$ cat config.mk
export PLATFORM = sky130hd
export DESIGN_NAME = hex_segment_reader
export DESIGN_NICKNAME = d
export VERILOG_FILES = /design/src/rtl/hex_segment_reader.sv
export SDC_FILE = /design/constraint.sdc
export NUM_CORES = 1
export LEC_CHECK = 0
export CORE_ASPECT_RATIO = 0.9
export CORE_UTILIZATION = 51
export CTS_CLUSTER_DIAMETER = 60
export DETAILED_ROUTE_END_ITERATION = 6
export GPL_TIMING_DRIVEN = 0
export PLACE_DENSITY = 0.88
export SLEW_MARGIN = 20
export SYNTH_ARGS = -nofsm -noshare
export SYNTH_HDL_FRONTEND = slang
export SYNTH_SLANG_ARGS = --single-unit
$ cat constraint.sdc
create_clock -name clk -period 2.6 [get_ports clk]
set_input_delay 0.26 -clock clk [delete_from_list [all_inputs] [get_ports clk]]
set_output_delay 0.26 -clock clk [all_outputs]
set_load 0.1 [all_outputs]
$ cat src/rtl/hex_segment_reader.sv
// ---------------------------------------------------------------------------
// hex_segment_reader
//   Reads back what the six active-low seven-segment buses (DE10-Lite layout)
//   are showing. All 48 segment bits are registered every clock, a settle
//   counter filters transients, and a stable pattern is decoded into six
//   4-bit digits plus per-display DP / blank / invalid flags. The update
//   output pulses for one cycle when a capture changes the held outputs.
//
// Ports
//   clk       in   1   system clock, rising edge
//   reset_n   in   1   asynchronous active-low reset
//   en        in   1   1 = reader active, 0 = hold outputs and go idle
//   hex0..5   in   8   segment bytes, active-low, bit0=a .. bit6=g, bit7=DP
//   digits    out  24  digit i in [4i+3:4i], hex0 -> [3:0]
//   dp        out  6   bit i = DP lit on hexi
//   blank     out  6   bit i = hexi segments all off
//   invalid   out  6   bit i = hexi pattern not a hex glyph
//   valid     out  1   a capture has happened since reset
//   update    out  1   one-cycle pulse when captured outputs change
//   dbgState  out  2   current FSM state (IDLE=0 SETTLE=1 CAPTURE=2 STABLE=3)
//
// Handshake: there is no flow control. update is a single-cycle strobe that
// is high in the cycle right after the outputs were reloaded with a changed
// value; outputs are stable between strobes and may be sampled any time
// while valid is high.
// ---------------------------------------------------------------------------
module hex_segment_reader #(
  parameter int STABLE_CYCLES = 4,
  parameter int CNT_W         = 3
) (
  input  logic        clk,
  input  logic        reset_n,
  input  logic        en,
  input  logic [7:0]  hex0,
  input  logic [7:0]  hex1,
  input  logic [7:0]  hex2,
  input  logic [7:0]  hex3,
  input  logic [7:0]  hex4,
  input  logic [7:0]  hex5,
  output logic [23:0] digits,
  output logic [5:0]  dp,
  output logic [5:0]  blank,
  output logic [5:0]  invalid,
  output logic        valid,
  output logic        update,
  output logic [1:0]  dbgState
);

  typedef enum logic [1:0] {
    IDLE    = 2'd0,
    SETTLE  = 2'd1,
    CAPTURE = 2'd2,
    STABLE  = 2'd3
  } readerState;

  localparam logic [CNT_W-1:0] CNT_LAST = CNT_W'(STABLE_CYCLES - 1);

  readerState        state;
  readerState        stateNext;
  logic [CNT_W-1:0]  cnt;
  logic [CNT_W-1:0]  cntNext;
  logic              loadNow;

  logic [47:0] hexBus;
  logic [47:0] s;
  logic [47:0] prev;

  logic [23:0] decDigits;
  logic [5:0]  decDp;
  logic [5:0]  decBlank;
  logic [5:0]  decInvalid;
  logic        outChanged;

  assign hexBus   = {hex5, hex4, hex3, hex2, hex1, hex0};
  assign dbgState = state;

  // Segment pattern (active-low, g..a) to {invalid, blank, digit}.
  function automatic logic [5:0] decodeSeg(input logic [6:0] seg);
    logic [5:0] r;
    r = 6'b0;
    case (seg)
      7'h40: r[3:0] = 4'h0;
      7'h79: r[3:0] = 4'h1;
      7'h24: r[3:0] = 4'h2;
      7'h30: r[3:0] = 4'h3;
      7'h19: r[3:0] = 4'h4;
      7'h12: r[3:0] = 4'h5;
      7'h02: r[3:0] = 4'h6;
      7'h78: r[3:0] = 4'h7;
      7'h00: r[3:0] = 4'h8;
      7'h10: r[3:0] = 4'h9;
      7'h08: r[3:0] = 4'hA;
      7'h03: r[3:0] = 4'hB;
      7'h46: r[3:0] = 4'hC;
      7'h21: r[3:0] = 4'hD;
      7'h06: r[3:0] = 4'hE;
      7'h0E: r[3:0] = 4'hF;
      7'h7F: r[4]   = 1'b1;
      default: r[5] = 1'b1;
    endcase
    return r;
  endfunction

  // Input sampling stage. Reset value is "all segments off" so a blank
  // display does not look like a change right after reset.
  always_ff @(posedge clk or negedge reset_n) begin
    if (!reset_n) begin
      s    <= '1;
      prev <= '1;
    end else begin
      s    <= hexBus;
      prev <= s;
    end
  end

  // Decode of the currently sampled bytes; DP never affects the digit.
  always_comb begin
    logic [5:0] d;
    decDigits  = '0;
    decDp      = '0;
    decBlank   = '0;
    decInvalid = '0;
    d          = '0;
    for (int i = 0; i < 6; i++) begin
      d                  = decodeSeg(s[8*i +: 7]);
      decDigits[4*i +: 4] = d[3:0];
      decBlank[i]        = d[4];
      decInvalid[i]      = d[5];
      decDp[i]           = ~s[8*i + 7];
    end
  end

  assign outChanged = (decDigits != digits) || (decDp != dp) ||
                      (decBlank != blank) || (decInvalid != invalid);

  // State register
  always_ff @(posedge clk or negedge reset_n) begin
    if (!reset_n) begin
      state <= IDLE;
      cnt   <= '0;
    end else begin
      state <= stateNext;
      cnt   <= cntNext;
    end
  end

  // Next-state logic. Outputs are loaded on the edge that enters CAPTURE,
  // so update is visible during the CAPTURE cycle itself.
  always_comb begin
    stateNext = state;
    cntNext   = cnt;
    loadNow   = 1'b0;
    case (state)
      IDLE: begin
        if (en) begin
          stateNext = SETTLE;
          cntNext   = '0;
        end
      end
      SETTLE: begin
        if (!en) begin
          stateNext = IDLE;
        end else if (s != prev) begin
          cntNext = '0;
        end else if (cnt == CNT_LAST) begin
          stateNext = CAPTURE;
          loadNow   = 1'b1;
        end else begin
          cntNext = cnt + CNT_W'(1);
        end
      end
      CAPTURE: begin
        stateNext = en ? STABLE : IDLE;
      end
      STABLE: begin
        if (!en) begin
          stateNext = IDLE;
        end else if (s != prev) begin
          stateNext = SETTLE;
          cntNext   = '0;
        end
      end
      default: stateNext = IDLE;
    endcase
  end

  // Held outputs; they only change on a capture.
  always_ff @(posedge clk or negedge reset_n) begin
    if (!reset_n) begin
      digits  <= '0;
      dp      <= '0;
      blank   <= '0;
      invalid <= '0;
      valid   <= 1'b0;
      update  <= 1'b0;
    end else begin
      update <= 1'b0;
      if (loadNow) begin
        digits  <= decDigits;
        dp      <= decDp;
        blank   <= decBlank;
        invalid <= decInvalid;
        valid   <= 1'b1;
        update  <= !valid || outChanged;
      end
    end
  end

endmodule

==> summary.txt, run 1 <==
Timing
  • Final Critical Period: 2770 ps
  • Worst Clk Skew: 11.3 ps
  • RSZ-0062 raised after global routing: yes
  • Fmax: 361 MHz
  • Slew HR: 0.342
  • Setup Viol. Count Final: 49
  • Slew at the pin closest to its max-slew limit: 984 ps
  • Worst Setup Slack, final: -168 ps
  • Final Hold Viols: 0
  • Period utilization: 1.06
  • Slew Viols, Final: 0
  • Fin Setup TNS: -4340 ps

Global routing
  • Initial antenna violation count: 0
  • Pin count of the biggest net entering global routing: 96
  • Gr ovfl total: 0
  • Number of global-route vias before repair: 6,021
  • Tot GR Track Use: 0.266
  • First-pass GRT wire length: 31,700 um

Setup path
  • Worst path cell trace: xor2_1 -> nor4_2 -> nand4_1 -> nor3_4 -> and2_4 -> nand3_4 -> clkbuf_16 -> mux2_4
  • Crit Path Category: reg -> reg
  • Slowest CP cell: dfstp_2
  • Req. time, crit path: 2910 ps
  • CP Max Fanout: 5
  • Worst Setup End Kind: flip-flop
  • Arrival time at the worst endpoint: 3080 ps
  • Nature of the critical path startpoint: flip-flop
  • Slowest stage delay, CP: 640 ps

Synthesis
  • FFs w/ async S/R, synth: 1.00
  • Post-synth top flop: dfstp_2
  • Distinct cells, synth: 71
  • Seq/Total Area, Yosys: 0.490
  • Mapped cell area: 0.00766 sq mm
  • Syn Nets: 777
  • Post-synth EDFFs: 0
  • Syn avg cell area: 10.6 sq um
  • Syn Inst Count: 719
  • Number of synthesized register bits: 145
  • Yosys Warn Count: 0

Floorplan
  • Num rows: 42
  • I/O pin count: 97
  • Die height: 118 um
  • Chip width: 131 um
  • Core box area: 0.0147 sq mm
  • Die ar.: 0.0155 sq mm
  • Initial core utilization: 0.522

CTS
  • Clock transition at the registers of the reported paths: 60 ps
  • # clock sinks: 145
  • Clock Path Buffers: 2
  • Root Buffer: clkbuf_16
  • Skew-Pair Late Insertion Delay: 430 ps
  • CTS tree: built
  • CTS H-tree depth: 4
  • Cts bufs inserted: 17

Place
  • PortBufs: 96
  • Dpl hpwl: 13,700 um
  • GP Congestion: 0.918

Pwr
  • Worst vdd ir: 0.688 mV
  • Power Density: 575 mW/mm^2
  • Pleak: 4.13 nW

Flow run
  • Maxcap violations: 0

Outcome
  • Result of the run: complete, but fails checks
  • Violated checks: setup timing

Cells and area
  • Fraction of layout cells with a size suffix above 1: 0.300
  • Utilization after layout: 0.683
  • Area growth, synth to finish: 30.9%
  • Ant. Diodes: 0
  • Fill cells: 1,053
  • Highest-count cells in the layout ignoring fill and taps: clkdlybuf4s50_1, dfstp_2, xor2_1
  • Fin nets: 918

Min path
  • Worst min path class: in -> reg

Route
  • Vias per inst: 5.92
  • Initial DRC count: 648
  • Vias: 6,338
  • Router iterations before antenna repair: 5
  • Drt wl/cell: 19.2 um
  • Routed wire length: 20,500 um
  • Remaining routing DRC violations: 0
  • Final ANT Viol Nets: 0
synthesized netlist by cell type, drive strengths merged, types with 8 or more instances:
| master | number | area share |
|---|---|---|
| and3b | 9 | 0.010 |
| nand2 | 38 | 0.019 |
| dfstp | 96 | 0.33 |
| o211ai | 9 | 0.0088 |
| nor3 | 19 | 0.013 |
| clkbuf | 22 | 0.011 |
| a21oi | 21 | 0.014 |
| dfrtp | 49 | 0.16 |
| nand4 | 18 | 0.015 |
| nor4 | 24 | 0.020 |
| xor2 | 66 | 0.076 |
| nand3 | 30 | 0.021 |
| o21ai | 36 | 0.024 |
| nor2 | 44 | 0.022 |
| a31oi | 9 | 0.0074 |
| xnor2 | 29 | 0.033 |
| buf | 30 | 0.022 |
| nand2b | 12 | 0.0098 |
| mux2 | 24 | 0.043 |
| inv | 8 | 0.0039 |
| nor3b | 11 | 0.011 |
kinds of logic (layout without fill, tap and decap cells):
logic type	count (synthesis)	count (layout)	share of synthesized area
and+or+nand+nor	263	264	0.200
adders and majority gates	7	7	0.0114
buffers and inverters	60	212	0.0369
muxes	30	30	0.0510
DFF	145	145	0.490
xor gates and xnor gates	95	95	0.109
AOI/OAI and AO/OA	119	119	0.102
final timing paths:
check / slack [ps] / endpoint / cells after the start / start
max in group asynchronous: 1470 / s[10] / 3 / reset_n
max reg2reg: -170 / digits[0] / 8 / s[20]
max: -170 / digits[0] / 8 / s[20]
min: 230 / s[6] / 1 / hex0[6]
min in group asynchronous: 340 / digits[0] / 2 / reset_n
min reg2reg: 360 / prev[2] / 0 / s[2]
area by class of cell:
class                      instances  area [sq um]  share of cell area
clock buffer                      21           460              0.0460
buffer                            50           374              0.0373
timing repair buffer             123          1230               0.123
inverter                           8          30.0             0.00300
sequential                       145          3750               0.375
tap                              198           248              0.0247
multi-input combinational        515          3820               0.382
clock inverter                    10           101              0.0101
worst max-delay path, delay by kind of cell, from the launching register on:
kind                   cells  cell delay (ps)
XOR/XNOR                   1              170
buffers and inverters      1              250
flip-flops                 1              640
multiplexers               1              300
AND/OR/NAND/NOR            5             1300
sequential cells by signal, indices dropped and copies added, names as in the netlist:
name,cells
prev,48
s,48
digits,24
blank,6
dp,6
invalid,6
cnt,3
dbgState,2
update,1
valid,1
power breakdown:
| group | switching [mW] | leakage [nW] | internal [mW] |
|---|---|---|---|
| Sequential | 0.0953 | 1.69 | 2.41 |
| Clock | 0.966 | 0.267 | 1.37 |
| Combinational | 0.533 | 2.18 | 0.380 |
| Total | 1.59 | 4.13 | 4.16 |
per-stage QoR:
step / area (sq um) / cells / power, mW / hold slack (ps) / worst slack, ps
2_1_floorplan: 7660 / 719 / 3.06 / -35.6 / 173
3_5_place_dp: 8900 / 1014 / 3.35 / 202 / -581
3_3_place_gp: 8860 / 1013 / 3.34 / 353 / -4160
4_1_cts: 9700 / 1055 / 5.73 / 224 / -60.6
5_1_grt: 10000 / 1070 / 5.99 / 230 / -239
6_report: 10000 / 1070 / 5.76 / 232 / -168
timing repair:
action	in CTS	in global routing
cloned	0	2
pin swaps	7	18
hold buffers	1	0
setup endpoints to repair	49	49
setup buffers	11	13
hold endpoints to repair	27	0
resized for setup	50	60
per-layer routing:
layer  wire (um)  up-vias  GRT usage
met5           0        -          0
met4         493        0      0.112
met3        1710       33     0.0566
met2        9290      303      0.390
met1        9030     3131      0.381
li1            -     2871          -
(Power assumes the default switching activity.)
==> run 2, diff against run 1 <==
--- a/config.mk
+++ b/config.mk
@@ -7,9 +7,10 @@
 export LEC_CHECK = 0
 export CORE_ASPECT_RATIO = 0.9
 export CORE_UTILIZATION = 51
-export CTS_CLUSTER_DIAMETER = 60
+export CTS_CLUSTER_DIAMETER = 200
 export DETAILED_ROUTE_END_ITERATION = 6
 export GPL_TIMING_DRIVEN = 0
+export HOLD_SLACK_MARGIN = 0.15
 export PLACE_DENSITY = 0.88
 export SLEW_MARGIN = 20
 export SYNTH_ARGS = -nofsm -noshare
==> results of run 2 <==
Final layout, timing and power as in run 1 (identical DEF).
==> run 3, diff against run 2 <==
--- a/config.mk
+++ b/config.mk
@@ -6,12 +6,12 @@
 export NUM_CORES = 1
 export LEC_CHECK = 0
 export CORE_ASPECT_RATIO = 0.9
-export CORE_UTILIZATION = 51
+export CORE_UTILIZATION = 25
 export CTS_CLUSTER_DIAMETER = 200
 export DETAILED_ROUTE_END_ITERATION = 6
 export GPL_TIMING_DRIVEN = 0
 export HOLD_SLACK_MARGIN = 0.15
-export PLACE_DENSITY = 0.88
+export PLACE_DENSITY = 0.55
 export SLEW_MARGIN = 20
 export SYNTH_ARGS = -nofsm -noshare
 export SYNTH_HDL_FRONTEND = slang
==> run 3 against run 2 <==
The flow still finishes with violations (setup timing). Global-route usage down 12 points. Register-to-register slack worse by 30 ps. Sequential power about the same. Fmax down 0.96%. Critical path type unchanged.
==> summary.txt, run 3 (synthesis gave the netlist of run 1 again) <==
Route
  • Vias: 6,160 (was 6,338)
  • Drt wl/cell: 17.3 um (was 19.2 um)
  • Initial DRC count: 385 (was 648)
  • Vias per inst: 4.80 (was 5.92)
  • Final ANT Viol Nets: 0 (unchanged)
  • Remaining routing DRC violations: 0 (unchanged)
  • Router iterations before antenna repair: 5 (unchanged)
  • Routed wire length: 22,200 um (was 20,500 um)

Setup path
  • Req. time, crit path: 2910 ps (about the same)
  • Arrival time at the worst endpoint: 3110 ps (was 3080 ps)
  • CP Max Fanout: 7 (was 5)
  • Slowest CP cell: dfstp_2 (unchanged)
  • Worst Setup End Kind: flip-flop (unchanged)
  • R2r startpoint: s[37] (was s[20])
  • CP Buf/Inv Count: 2 (was 1)
  • CP most frequent cell: buf_12
  • Nature of the critical path startpoint: flip-flop (unchanged)
  • Crit Path Category: reg -> reg (unchanged)
  • Setup crit start: s[37] (was s[20])
  • Largest delay share family, worst path: simple AND/OR/NAND/NOR gates (unchanged)
  • Slowest stage delay, CP: 590 ps (was 640 ps)
  • Worst path cell trace: xor2_1 -> nor4_2 -> nand4_1 -> nor3_4 -> and2_4 -> nand3_4 -> buf_12 -> buf_12 -> mux2_4 (was xor2_1 -> nor4_2 -> nand4_1 -> nor3_4 -> and2_4 -> nand3_4 -> clkbuf_16 -> mux2_4)

Place
  • PortBufs: 96 (unchanged)
  • DP Cell Count: 1,219 (was 1,014)
  • Dpl hpwl: 15,700 um (was 13,700 um)
  • GP Congestion: 0.874 (was 0.918)

Global routing
  • Gr ovfl total: 0 (unchanged)
  • First-pass GRT wire length: 35,000 um (was 31,700 um)
  • Pin count of the biggest net entering global routing: 85 (was 96)
  • Initial antenna violation count: 0 (unchanged)
  • Number of global-route vias before repair: 6,043 (was 6,021)
  • Tot GR Track Use: 0.146 (was 0.266)

Floorplan
  • Die ar.: 0.0313 sq mm (was 0.0155 sq mm)
  • Initial core utilization: 0.255 (was 0.522)
  • Chip width: 186 um (was 131 um)
  • I/O pin count: 97 (unchanged)
  • Num rows: 60 (was 42)
  • Core box area: 0.0300 sq mm (was 0.0147 sq mm)
  • Die height: 168 um (was 118 um)

CTS
  • # clock sinks: 145 (unchanged)
  • Cts bufs inserted: 17 (unchanged)
  • Clock transition at the registers of the reported paths: 70 ps (was 60 ps)
  • Skew-Pair Late Insertion Delay: 440 ps (was 430 ps)
  • Clock Path Buffers: 2 (unchanged)
  • CTS H-tree depth: 4 (unchanged)
  • Root Buffer: clkbuf_16 (unchanged)
  • CTS tree: built (unchanged)

Timing
  • Final Hold Viols: 0 (unchanged)
  • Slew HR: 0.289 (was 0.342)
  • Worst Setup Slack, final: -194 ps (was -168 ps)
  • Fmax: 358 MHz (was 361 MHz)
  • Worst Clk Skew: 11.8 ps (was 11.3 ps)
  • Slew Viols, Final: 0 (unchanged)
  • RSZ-0062 raised after global routing: yes (unchanged)
  • Period utilization: 1.07 (was 1.06)
  • Setup Viol. Count Final: 47 (was 49)
  • Slew at the pin closest to its max-slew limit: 1060 ps (was 984 ps)
  • Final Critical Period: 2790 ps (was 2770 ps)

Cells and area
  • Fin nets: 926 (was 918)
  • Non-filler instance count after layout: 1,284 (was 1,070)
  • Largest regs: prev (48), s (48), digits (24) (unchanged)
  • Highest-count cells in the layout ignoring fill and taps: dfstp_2, clkdlybuf4s50_1, xor2_1 (was clkdlybuf4s50_1, dfstp_2, xor2_1)
  • Fill cells: 3,005 (was 1,053)
  • Utilization after layout: 0.351 (was 0.683)
  • Ant. Diodes: 0 (unchanged)
  • Area growth, synth to finish: 37.5% (was 30.9%)
  • Most common cell after layout, fill and taps aside: dfstp_2
  • Fraction of layout cells with a size suffix above 1: 0.320 (was 0.300)

Min path
  • Min-Delay Startpoint: hex4[6] (was hex0[6])
  • Worst min path class: in -> reg (unchanged)

Pwr
  • Power Density: 569 mW/mm^2 (was 575 mW/mm^2)
  • Worst vdd ir: 0.420 mV (was 0.688 mV)
  • Final Total Pwr: 6.00 mW (was 5.76 mW)
  • Pleak: 4.23 nW (was 4.13 nW)

Flow run
  • Maxcap violations: 0 (unchanged)

Outcome
  • Violated checks: setup timing (unchanged)
  • Result of the run: complete, but fails checks (unchanged)
run 3: cell types whose count changed in the layout (fill, tap and decap cells not counted), moves of 4 or more:
cell,change
buf_2,+5
buf_4,-4
o21ai_0,-13
o21ai_1,+10
run 3: repair_timing:
action | CTS | global route
pin swaps | 22 | 20
hold buffers | 1 | 0
endpoints found under the hold margin | 61 | 0
gates resized for setup | 88 | 51
setup buffers | 18 | 10
gates cloned | 4 | 0
endpoints found under the setup margin | 49 | 49
run 3: layer usage:
metal,GRT usage,share of wire,up-vias
met5,0,0,-
li1,-,-,2894
met4,0.0584,0.027,0
met2,0.208,0.43,176
met3,0.0457,0.060,30
met1,0.204,0.48,3060
run 3: final timing paths:
| path | end | slack (ps) | cells past startpoint |
|---|---|---|---|
| min reg2reg | prev[25] | 370 | 0 |
| min | s[38] | 220 | 1 |
| max reg2reg | digits[4] | -190 | 9 |
| max in group asynchronous | s[11] | 1450 | 3 |
| min in group asynchronous | digits[14] | 370 | 2 |
| max | digits[4] | -190 | 9 |
run 3: area by class of cell:
type | count | area [sq um] | share of cell area
clock buffers | 18 | 439 | 0.0417
plain buffers | 52 | 395 | 0.0375
inverters | 8 | 30.0 | 0.00285
well taps | 403 | 504 | 0.0479
multi-input cells | 515 | 3900 | 0.371
flip-flops and latches | 145 | 3750 | 0.356
clock inverters | 14 | 170 | 0.0162
repair buffers | 129 | 1340 | 0.127
run 3: worst register-to-register path, stage by stage, from the launching register on:
cell and delay, ps:
dfstp_2 590, xor2_1 90, nor4_2 470, nand4_1 210
nor3_4 300, and2_4 250, nand3_4 120, buf_12 210
buf_12 140, mux2_4 290
run 3: through the flow:
stage                     area, sq um  setup WS [ps]  TNS [ps]  hold slack (ps)
after global placement           9120          -4750   -535050              354
after floorplan                  7660            173         0            -35.6
after CTS                       10300           -208     -7280              201
after global routing            10500           -274     -9490              201
after detailed placement         9150           -779    -30270              254
final                           10500           -194     -5330              222
run 3: report_power, final:
group	switching [mW]	internal [mW]
sequential	0.0924	2.41
combinational	0.550	0.393
clock	1.07	1.48
total	1.72	4.28
